File: src/rtl/systolic_seq.sv
// Sequencer for one systolic matrix-multiply pass: loads DIM A-rows then DIM
// B-rows into the skew-FIFO banks, then runs the array for COMPUTE_CYCLES.
// Ports: clk, rst (async, active-high), start, hold, in_valid / in_ready
// (host row handshake), a_en/a_wr_en/a_row and b_en/b_wr_en/b_row (FIFO bank
// control), sys_en (array enable), busy, done (one-cycle completion pulse).
// Optional macro SYSTOLIC_SEQ_PERF_EN adds perf_busy_cycles/perf_stall_cycles.
module systolic_seq #(
    parameter int DIM            = 8,
    parameter int COMPUTE_CYCLES = 3 * DIM - 2
) (
    input  logic                   clk,
    input  logic                   rst,
    input  logic                   start,
    input  logic                   hold,
    input  logic                   in_valid,
    output logic                   in_ready,
    output logic                   a_en,
    output logic                   a_wr_en,
    output logic [$clog2(DIM)-1:0] a_row,
    output logic                   b_en,
    output logic                   b_wr_en,
    output logic [$clog2(DIM)-1:0] b_row,
    output logic                   sys_en,
    output logic                   busy,
    output logic                   done
`ifdef SYSTOLIC_SEQ_PERF_EN
    ,
    output logic [31:0]            perf_busy_cycles,
    output logic [31:0]            perf_stall_cycles
`endif
);

    localparam int RW = $clog2(DIM);
    localparam int CW = $clog2(DIM) + 1;
    localparam int KW = $clog2(COMPUTE_CYCLES) + 1;

    localparam logic [CW-1:0] ROW_LAST = CW'(DIM - 1);
    localparam logic [KW-1:0] CYC_LAST = KW'(COMPUTE_CYCLES - 1);

    typedef enum logic [2:0] {
        S_IDLE,
        S_LOAD_A,
        S_LOAD_B,
        S_COMPUTE,
        S_DONE
    } state_t;

    state_t        state;
    logic [CW-1:0] row_cnt;
    logic [KW-1:0] cyc_cnt;
    logic          accept;
    logic          run;

    // in_ready is only ever high in the load states, so this is a load beat.
    assign accept = in_valid & in_ready;
    assign run    = (state == S_COMPUTE) & ~hold;

    assign a_wr_en = (state == S_LOAD_A) & accept;
    assign b_wr_en = (state == S_LOAD_B) & accept;
    assign a_row   = (state == S_LOAD_A) ? row_cnt[RW-1:0] : '0;
    assign b_row   = (state == S_LOAD_B) ? row_cnt[RW-1:0] : '0;
    assign a_en    = run;
    assign b_en    = run;
    assign sys_en  = run;

    always_ff @(posedge clk or posedge rst) begin
        if (rst) begin
            state    <= S_IDLE;
            row_cnt  <= '0;
            cyc_cnt  <= '0;
            in_ready <= 1'b0;
            busy     <= 1'b0;
            done     <= 1'b0;
        end else begin
            done <= 1'b0;
            unique case (state)
                S_IDLE: begin
                    if (start) begin
                        state    <= S_LOAD_A;
                        row_cnt  <= '0;
                        in_ready <= 1'b1;
                        busy     <= 1'b1;
                    end
                end
                S_LOAD_A: begin
                    if (accept) begin
                        if (row_cnt == ROW_LAST) begin
                            state   <= S_LOAD_B;
                            row_cnt <= '0;
                        end else begin
                            row_cnt <= row_cnt + 1'b1;
                        end
                    end
                end
                S_LOAD_B: begin
                    if (accept) begin
                        if (row_cnt == ROW_LAST) begin
                            state    <= S_COMPUTE;
                            row_cnt  <= '0;
                            cyc_cnt  <= '0;
                            in_ready <= 1'b0;
                        end else begin
                            row_cnt <= row_cnt + 1'b1;
                        end
                    end
                end
                S_COMPUTE: begin
                    if (!hold) begin
                        if (cyc_cnt == CYC_LAST) begin
                            state <= S_DONE;
                            done  <= 1'b1;
                        end else begin
                            cyc_cnt <= cyc_cnt + 1'b1;
                        end
                    end
                end
                S_DONE: begin
                    state <= S_IDLE;
                    busy  <= 1'b0;
                end
                default: begin
                    state    <= S_IDLE;
                    in_ready <= 1'b0;
                    busy     <= 1'b0;
                end
            endcase
        end
    end

`ifdef SYSTOLIC_SEQ_PERF_EN
    logic stall;

    assign stall = (((state == S_LOAD_A) || (state == S_LOAD_B)) & ~in_valid)
                 | ((state == S_COMPUTE) & hold);

    // Counters saturate rather than wrap so long runs never read as short.
    always_ff @(posedge clk or posedge rst) begin
        if (rst) begin
            perf_busy_cycles  <= '0;
            perf_stall_cycles <= '0;
        end else if ((state == S_IDLE) && start) begin
            perf_busy_cycles  <= '0;
            perf_stall_cycles <= '0;
        end else begin
            if (busy && (perf_busy_cycles != 32'hFFFF_FFFF))
                perf_busy_cycles <= perf_busy_cycles + 32'd1;
            if (stall && (perf_stall_cycles != 32'hFFFF_FFFF))
                perf_stall_cycles <= perf_stall_cycles + 32'd1;
        end
    end
`endif

endmodule

File: config.mk
export PLATFORM = sky130hd
export DESIGN_NAME = systolic_seq
export DESIGN_NICKNAME = d
export VERILOG_FILES = /design/src/rtl/systolic_seq.sv
export SDC_FILE = /design/constraint.sdc
export NUM_CORES = 1
export LEC_CHECK = 0
export BUFFER_PORTS_ARGS = -buffer_cell sky130_fd_sc_hd__buf_2
export CORE_MARGIN = 3
export CORE_UTILIZATION = 57
export CTS_BUF_LIST = sky130_fd_sc_hd__clkbuf_8 sky130_fd_sc_hd__clkbuf_16
export CTS_CLUSTER_SIZE = 8
export DETAILED_ROUTE_END_ITERATION = 12
export PLACE_DENSITY = 0.82
export SYNTH_ARGS = -nofsm -noshare
export SYNTH_HDL_FRONTEND = slang
export SYNTH_SLANG_ARGS = --single-unit
File: constraint.sdc
create_clock -name clk -period 4.38 [get_ports clk]
set_input_delay 0.219 -clock clk [delete_from_list [all_inputs] [get_ports clk]]
set_output_delay 0.219 -clock clk [all_outputs]
set_load 0.02 [all_outputs]
=== Word-level counts from Yosys, hierarchy flattened ===
Index checks and enable logic that the tools add are counted.

* Bits in registers: 16
* Bits in latches: 0
* Bits in writable memories: 0
* Bits in read-only memories: 0
* Input bits: 5
* Output and inout port bits: 14
* Logic and storage cells: 68
* Memories: 0

* Add/sub/neg operators: 2
* Multiply operators: 0
* Div/mod/pow operators: 0
* $lt $le $gt $ge: 0
* Eq/ne operators: 15
* Shifts and indexed selects: 0
* Mux-type cells: 27
* Bitwise logic cells: 7
* Reduce and logical (&&, ||, !) cells: 11

{| class="wikitable"
|+ Operators by type and width
! operator !! count
|-
| 3-bit 2-to-1 mux || 9
|-
| 6-bit 2-to-1 mux || 4
|-
| 4-bit 2-to-1 mux || 3
|-
| 3-bit one-hot mux with 4 select lines || 1
|-
| 6-bit one-hot mux with 2 select lines || 1
|-
| 2-bit != test (second input constant) || 5
|-
| 2-bit by 1-bit != test with 1-bit output (second input constant) || 4
|-
| 4-bit one-hot mux with 2 select lines || 1
|-
| 7-bit AND reduction || 1
|-
| 6-bit by 1-bit adder with 6-bit output (second input constant) || 1
|-
| 3-bit by 2-bit == test with 1-bit output (second input constant) || 2
|-
| 6-bit by 5-bit == test with 1-bit output (second input constant) || 1
|-
| 1-bit 2-to-1 mux || 6
|-
| 3-bit OR reduction || 2
|-
| 5-bit AND reduction || 1
|-
| 4-bit by 1-bit adder with 4-bit output (second input constant) || 1
|-
| 1-bit bitwise AND || 4
|-
| 4-bit by 3-bit == test with 1-bit output (second input constant) || 1
|-
| 4-bit AND reduction || 1
|-
| 2-bit nonzero test || 2
|-
| 3-bit by 1-bit == test with 1-bit output (second input constant) || 1
|-
| 3-bit == test (second input constant) || 1
|-
| 3-bit logical NOT || 1
|-
| 1-bit inverter || 3
|-
| other kinds (5) || 5
|}

=== Depth between registers and ports, before layout ===
Gate-level depths: netlist of the first run.

* Depth after elaboration: 4
* Depth in mapped cells: 7
* Gate-level depth less buffers: 6

=== Least setup slack after synthesis of the first run ===
OpenSTA, ideal clock, no wires.

* Path kind: flip-flop to flip-flop
* From: register state[2]
* To: register cyc_cnt[1]
* Setup time: 0.125 ns
* Arrival: 1.919 ns
* Required time: 4.255 ns
* Slack: 2.336 ns
* Stages on the path, launching flop included: 6
* Path buffers: 1
* Clock period less this slack: 2.044 ns
* Cells stage by stage: dfrtp_1 > buf_2 > nand3b_1 > nor2_1 > a22o_4 > mux2_4

* Word-level cells in the longest chain between the ends: 3
* Elaborated cells on any way between the ends: 9
* Those cells by class: eq/ne (6); mux (1); reduce/logical (2)

{| class="wikitable"
|+ RTL lines
! item !! RTL line !! RTL
|-
| start, declared || 48 || <nowiki>state_t state;</nowiki>
|-
| start signal, assigned || 68 || <nowiki>state <= S_IDLE;</nowiki>
|-
| start signal, assigned || 79 || <nowiki>state <= S_LOAD_A;</nowiki>
|-
| start signal, assigned || 88 || <nowiki>state <= S_LOAD_B;</nowiki>
|-
| 3-bit by 2-bit == test with 1-bit output || 76 || <nowiki>unique case (state)</nowiki>
|-
| 2-bit by 1-bit != test with 1-bit output (no line), or another cell as far along || - ||
|-
| 5-bit AND reduction (no line) || - ||
|-
| end signal, assigned || 113 || <nowiki>cyc_cnt <= cyc_cnt + 1'b1;</nowiki>
|-
| end, declared || 50 || <nowiki>logic [KW-1:0] cyc_cnt;</nowiki>
|}

Parallel ways exist; a longest one is shown, timed or not.
A chain may end at the register's enable or synchronous reset.

=== Worst setup path in the final report of the first run ===
* From: register state[2]
* To: output port a_en

* Word-level cells in the longest chain between the ends: 2

{| class="wikitable"
|+ RTL lines
! item !! RTL line !! RTL
|-
| 3-bit by 2-bit == test with 1-bit output || 56 || <nowiki>assign run = (state == S_COMPUTE) & ~hold;</nowiki>
|-
| 1-bit bitwise AND || 56 ||
|-
| end, declared || 17 || <nowiki>output logic a_en,</nowiki>
|}

No other way between the ends.

==> metrics.md, run 1 <==
| Metric | Value |
|---|---|
| Synth area leaders | dfrtp_1 (42%), a21oi_1 (4.2%), and2_1 (3.9%) |
| Final Critical Period | 2070 ps |
| # rows | 14 |
| Synthesis Warnings | 0 |
| Hold Path Class | input port to asynchronous set/reset pin |
| Post-synthesis net count | 112 |
| Ant diodes | 0 |
| Ys async rst share | 1.00 |
| Synth-to-layout area growth | 11.4% |
| Drt first pass iters | 4 |
| Post-synth EDFFs | 0 |
| Static leakage | ~0.51 nW |
| Worst vdd ir | 395 uV |
| CTS max path bufs | 2 |
| Io pins | 19 |
| Worst hold slack | approximately 29 ps |
| Worst reg2reg endpoint | cyc_cnt[1] |
| Flop2flop setup slack | 2360 ps |
| # resized after CTS | 0 |
| Initial antenna violation count | 0 |
| H-tree depth | 1 |
| Overall Global Routing Usage | 0.206 |
| PortBufs | 18 |
| Seq/Total Area, Yosys | 0.416 |
| Critical path fanouts, max | 10 |
| Clock sink count | 16 |
| Average size of a mapped cell | 9.25 sq um |
| Status | complete, no violations |
| Final setup TNS | 0 ps |
| Die Ht | 47.1 um |
| Slew Limit Fails | 0 |
| DR vias/cell | 6.01 |
| Max Cap Viol | 0 |
| RSZ-0062 raised after global routing | no |
| PwrDens | 707 nW/um^2 |
| Global-route wire length before repair | 3.15 mm |
| Top cell type by total area after synthesis | dfrtp_1 |
| # setup viols final | 0 |
| Largest net degree at the start of global routing | 17 |
| Synth top area share | 0.416 |
| Data arrival time of the worst path | between 1500 and 2000 ps |
| Overflow after GRT | 0 |
| Crit. End Element | primary output |
| Vias in the first global route | 705 |
| Post-CTS Hold Buffers | 0 |
| Mapped Cells | 104 |
| Worst Path Required | 4160 ps |
| Antenna Violating Nets Remaining | 0 |
| Worst slew pin tran | 597 ps |
| Dominant register cell in the synthesized netlist | dfrtp_1 |
| Drc violations | 0 |
| Dpl cell area | 1030 sq um |
| Drt wl/cell | 14.6 um |
| Clk root buf | clkbuf_8 |
| Nets | between 100 and 150 |
| Cell variety after synth | 37 |
| Critical R2R Launch | state[2] |
| Initial DRC count | 35 |
| Mapped cell area | 962 sq um |
| Util after Layout | 0.696 |
| CTS Buf Count | 3 |
| Final hold vios | 0 |
| Clk_skew | 2.18 ps |
| Chip width | ~47 um |
| Gp weighted congestion | 0.811 |
| CTS tree | built |
| Final Total Pwr | 0.758 mW |
| Seq cells post-synth | 16 |
| DRT Wirelength | roughly 2.0 mm |
| Post-route cell area | between 1000 and 1500 sq um |
| Part of the cycle the worst path needs | 0.474 |
| Fmax achieved | 482 MHz |
| Startpoint types | register |
| WS Path Type | register to primary output |
| FF-to-FF path depth | 4 |
| Slew HR | 0.601 |
| Core Area | 1540 sq um |
| Layout cell share with drive strength beyond 1 | 0.235 |
| Full die area | ~2200 sq um |
| Worst-path clk slew | 60 ps |
| Starting Density | 0.624 |
| Worst-skew pair later-pin latency | 250 ps |
| Hpwl dp | between 1 and 1.5 mm |
| Post-CTS Setup Bufs | 0 |
| Routed via count | around 810 |
## cell usage in the layout (no fill, tap or decap), drive strengths merged
| cell | instances |
|---|---|
| and3 | 1 |
| or4 | 1 |
| a21oi | 8 |
| or2 | 1 |
| nor4 | 1 |
| mux2 | 1 |
| clkbuf | 3 |
| nand2b | 2 |
| dfrtp | 16 |
| nor2 | 5 |
| ha | 3 |
| mux2i | 3 |
| nand4 | 1 |
| o21ba | 1 |
| nand2 | 8 |
| o22ai | 1 |
| o21ai | 4 |
| a221oi | 1 |
| buf | 18 |
| xor2 | 1 |
| and2 | 6 |
| nor3b | 1 |
| nor2b | 5 |
| and3b | 1 |
| a22o | 1 |
| a41oi | 1 |
| nor3 | 3 |
| a31o | 1 |
| nand3b | 3 |
| inv | 6 |
| o21a | 2 |
| a31oi | 3 |
| nand3 | 5 |
| o211ai | 1 |
## layout make-up
class,count,area (sq um)
clock buffers,3,41.3
repair buffers,18,90.1
well taps,16,20.0
multi-input cells,76,498
fillers,112,469
inverters,6,22.5
flip-flops and latches,16,400
## Yosys cell counts (3+ instances only)
cell type   n
o21ai_0     3
nand3b_1    3
mux2i_1     3
nand3_1     5
nor3_1      3
buf_2       3
nand2_1     8
nor2b_1     5
inv_1       5
dfrtp_1    16
ha_1        3
nor2_1      5
a21oi_1     8
a31oi_1     3
and2_1      6
## layer usage
layer / track usage / share of wire
met1: 0.271 / 0.46
met5: 0 / 0
met4: 0.0939 / 0.015
met3: 0.0460 / 0.035
met2: 0.322 / 0.49
## report_power, final
part | switching [mW] | internal (mW) | total [mW]
clock | 0.0479 | 0.0609 | 0.109
combinational | 0.217 | 0.155 | 0.372
sequential | 0.0748 | 0.203 | 0.278
## worst max-delay path: stages, from the launching register on
cell and delay [ps]:
dfrtp_1 470, nand3b_1 380, nor2_1 490, buf_2 260
## kinds of logic (layout without fill, tap and decap cells)
logic type / Yosys count / in the layout / share of synthesized area
DFF: 16 / 16 / 0.416
adders and majority gates: 3 / 3 / 0.0390
and+or+nand+nor: 44 / 44 / 0.255
AOI/OAI and AO/OA: 24 / 24 / 0.168
buffers and inverters: 12 / 27 / 0.0663
xor gates and xnor gates: 1 / 1 / 0.00910
muxes: 4 / 4 / 0.0468
## worst max path at each step
stage / end / cells past startpoint / startpoint / slack (ps)
after floorplan: cyc_cnt[1] / 5 / state[2] / 2340
after detailed placement: cyc_cnt[1] / 4 / state[2] / 2420
final: a_en / 3 / state[2] / 2310
after global routing: sys_en / 3 / state[2] / 2200
after global placement: cyc_cnt[1] / 4 / state[2] / 2530
after CTS: a_en / 3 / state[2] / 2320
## stage by stage
stage,worst slack (ps),cells
final,2310,135
after CTS,2320,135
after detailed placement,2420,132
after floorplan,2340,104
after global routing,2200,135
after global placement,2530,132
## sequential cells by signal, indices dropped and copies added (netlist names)
signal	flops
cyc_cnt	6
row_cnt	4
state	3
busy	1
done	1
in_ready	1
Note: power is estimated with default switching activity, not from simulation.
==> run 2: changes to the inputs <==
CORE_UTILIZATION = 53   (was 57)
PLACE_DENSITY = 0.77   (was 0.82)
clock period = 1.98 ns   (was 4.38 ns; I/O delays follow)
==> run 2 against run 1 <==
Against the previous run: register-to-register slack lost 2300 ps; flip-flop and latch count stayed put; hold slack improved by 59 ps; combinational power is 140% higher; sequential share of layout area down 2.2 points; non-clock buffer count increased by 5; count of clock-buffer cells in the layout up 1; routed wire length rose by 7.0%; critical path depth is 3 higher; largest cell class unchanged.
==> metrics.md, run 2 (synthesis results as in run 1) <==
| Metric | Value |
|---|---|
| Status | complete, no violations |
| Chip width | 48.6 um (+3.2%) |
| CP Launch Point | cyc_cnt[1] |
| Worst-skew pair later-pin latency | 250 ps (about the same) |
| RSZ-0062 raised after global routing | no |
| Hold depth | 2 |
| Hold path endpoint | state[2] |
| Slew HR | 0.583 (-0.0186) |
| Drt first pass iters | 4 (unchanged) |
| Post-CTS Hold Buffers | 1 (+1) |
| PwrDens | 1580 nW/um^2 (+120%) |
| Commonest non-fill, non-tap cell in the layout | buf_2 |
| # rows | 14 (unchanged) |
| Crit. End Element | register |
| DR vias/cell | 5.63 (-6.4%) |
| Starting Density | 0.597 (-0.0271) |
| FF-to-FF path depth | 6 (+2) |
| Antenna Violating Nets Remaining | 0 (unchanged) |
| Ant diodes | 0 (unchanged) |
| Critical R2R Launch | cyc_cnt[1] |
| H-tree depth | 1 (unchanged) |
| Startpoint types | register |
| CTS Buf Count | 3 (unchanged) |
| Final setup TNS | 0 ps (unchanged) |
| Post-route setup slack | 110 ps (-2200 ps) |
| Clk root buf | clkbuf_8 |
| Part of the cycle the worst path needs | 0.945 |
| WS Path Type | register to register |
| CTS max path bufs | 2 (unchanged) |
| Crit-path cells | inv_1 -> ha_1 -> nand2_1 -> or4_4 -> a22o_4 -> mux2_4 |
| Hold Path Class | input port to register |
| Hpwl dp | 1.51 mm (+4.4%) |
| Clock sink count | 16 (unchanged) |
| Drt wl/cell | 14.1 um (-3.1%) |
| Full die area | 2360 sq um (+6.6%) |
| Largest regs | cyc_cnt x6, row_cnt x4, state x3 |
| Post-CTS Setup Bufs | 0 (unchanged) |
| Initial DRC count | 23 (-34%) |
| Overall Global Routing Usage | 0.201 (-0.00519) |
| Die Ht | 48.6 um (+3.2%) |
| Vias in the first global route | 840 (+19%) |
| Global-route wire length before repair | 3.82 mm (+21%) |
| Core Area | 1610 sq um (+4.5%) |
| Hold_sp | hold |
| Largest net degree at the start of global routing | 17 (unchanged) |
| # resized after CTS | 0 (unchanged) |
| Worst slew pin tran | 625 ps (+27.9 ps) |
| Pre-CTS setup slack | 128 ps (-2290 ps) |
| Initial antenna violation count | 0 (unchanged) |
| Worst-path clk slew | 70 ps (about the same) |
| Gp weighted congestion | 0.825 (+1.8%) |
| Final Critical Period | around 1900 ps |
| Io pins | 19 (unchanged) |
| Critical path fanouts, max | 7 (-3) |
| Max Cap Viol | 0 (unchanged) |
| Crit-path slowest cell | or4_4 |
| Layout cell share with drive strength beyond 1 | 0.272 (+0.0367) |
| DRT Wirelength | 2.11 mm (+7.0%) |
| Static leakage | 0.539 nW (+6.2%) |
| Most frequent cells in the layout | buf_2 (18), dfrtp_1 (16), nand2_1 (8), a21oi_1 (8), and2_1 (6) |
| Overflow after GRT | 0 (unchanged) |
| Drc violations | 0 (unchanged) |
| Worst Path Required | 2110 ps (-2050 ps) |
| Nets | 134 (+3.9%) |
| Routed via count | 839 (+3.3%) |
| # setup viols final | 0 (unchanged) |
| Final Total Pwr | 1.80 mW (+140%) |
| Worst vdd ir | 1110 uV (+180%) |
| Synth-to-layout area growth | 18.3% |
| Max reg flops | 6 (unchanged) |
| Worst reg2reg endpoint | cyc_cnt[1] |
| Top reg by flops | cyc_cnt |
| Clk_skew | 2.58 ps (+0.394 ps) |
| Final hold vios | 0 (unchanged) |
| Fmax achieved | 535 MHz |
| Slew Limit Fails | 0 (unchanged) |
| CP peak stage delay | 480 ps (about the same) |
| PortBufs | 18 (unchanged) |
| Flop2flop setup slack | 110 ps (-2250 ps) |
| CTS tree | built |
| Data arrival time of the worst path | 2000 ps (+150 ps) |
## run 2: cell types whose count changed in the layout (fill, tap and decap cells not counted)
cell / delta
buf_4: +4
clkbuf_8: +1
dlygate4sd3_1: +1
nor2_1: -1
nor2_2: +1
## run 2: worst max path at each step
stage | end | slack [ps] | depth (start not counted)
2_1_floorplan | cyc_cnt[1] | 140 | 5
3_3_place_gp | cyc_cnt[1] | 190 | 6
3_5_place_dp | cyc_cnt[1] | 130 | 6
4_1_cts | cyc_cnt[1] | 110 | 6
5_1_grt | cyc_cnt[1] | 50 | 6
6_report | cyc_cnt[1] | 110 | 6
## run 2: final cells by class
cell class / instances / area [sq um]
clock buffers: 4 / 55.1
fillers: 134 / 473
inverters: 6 / 22.5
multi-input cells: 76 / 500
flip-flops and latches: 16 / 400
well taps: 24 / 30.0
repair buffers: 23 / 130
## run 2: worst max-delay path, delay by kind of cell (launching register included)
family,cells,cell delay (ps)
and+or+nand+nor,2,540
DFF,1,420
AOI/OAI and AO/OA,1,300
muxes,1,300
adders and majority gates,1,130
buffers and inverters,1,70
## run 2: metal layers
metal  GRT usage  up-vias  share of wire
li1            -      408              -
met1       0.259      397           0.43
met2       0.339       30           0.50
met3      0.0337        4          0.056
met4      0.0664        0          0.014
met5           0        -              0
## run 2: metrics by stage
stage	std cells	util	hold slack [ps]	cell area, sq um
after floorplan	104	-	12.7	965
after global placement	144	0.666	202	1070
after detailed placement	144	0.666	200	1070
after CTS	149	0.707	86.2	1140
after global routing	149	0.707	96.3	1140
final	149	0.707	87.9	1140
## run 2: report_power, final
| group | internal (mW) | total (mW) | switching [mW] | leakage (nW) |
|---|---|---|---|---|
| Sequential | 0.449 | 0.614 | 0.166 | 0.194 |
| Combinational | 0.394 | 0.885 | 0.491 | 0.316 |
| Clock | 0.176 | 0.296 | 0.120 | 0.0288 |
| Total | 1.02 | 1.80 | 0.777 | 0.539 |
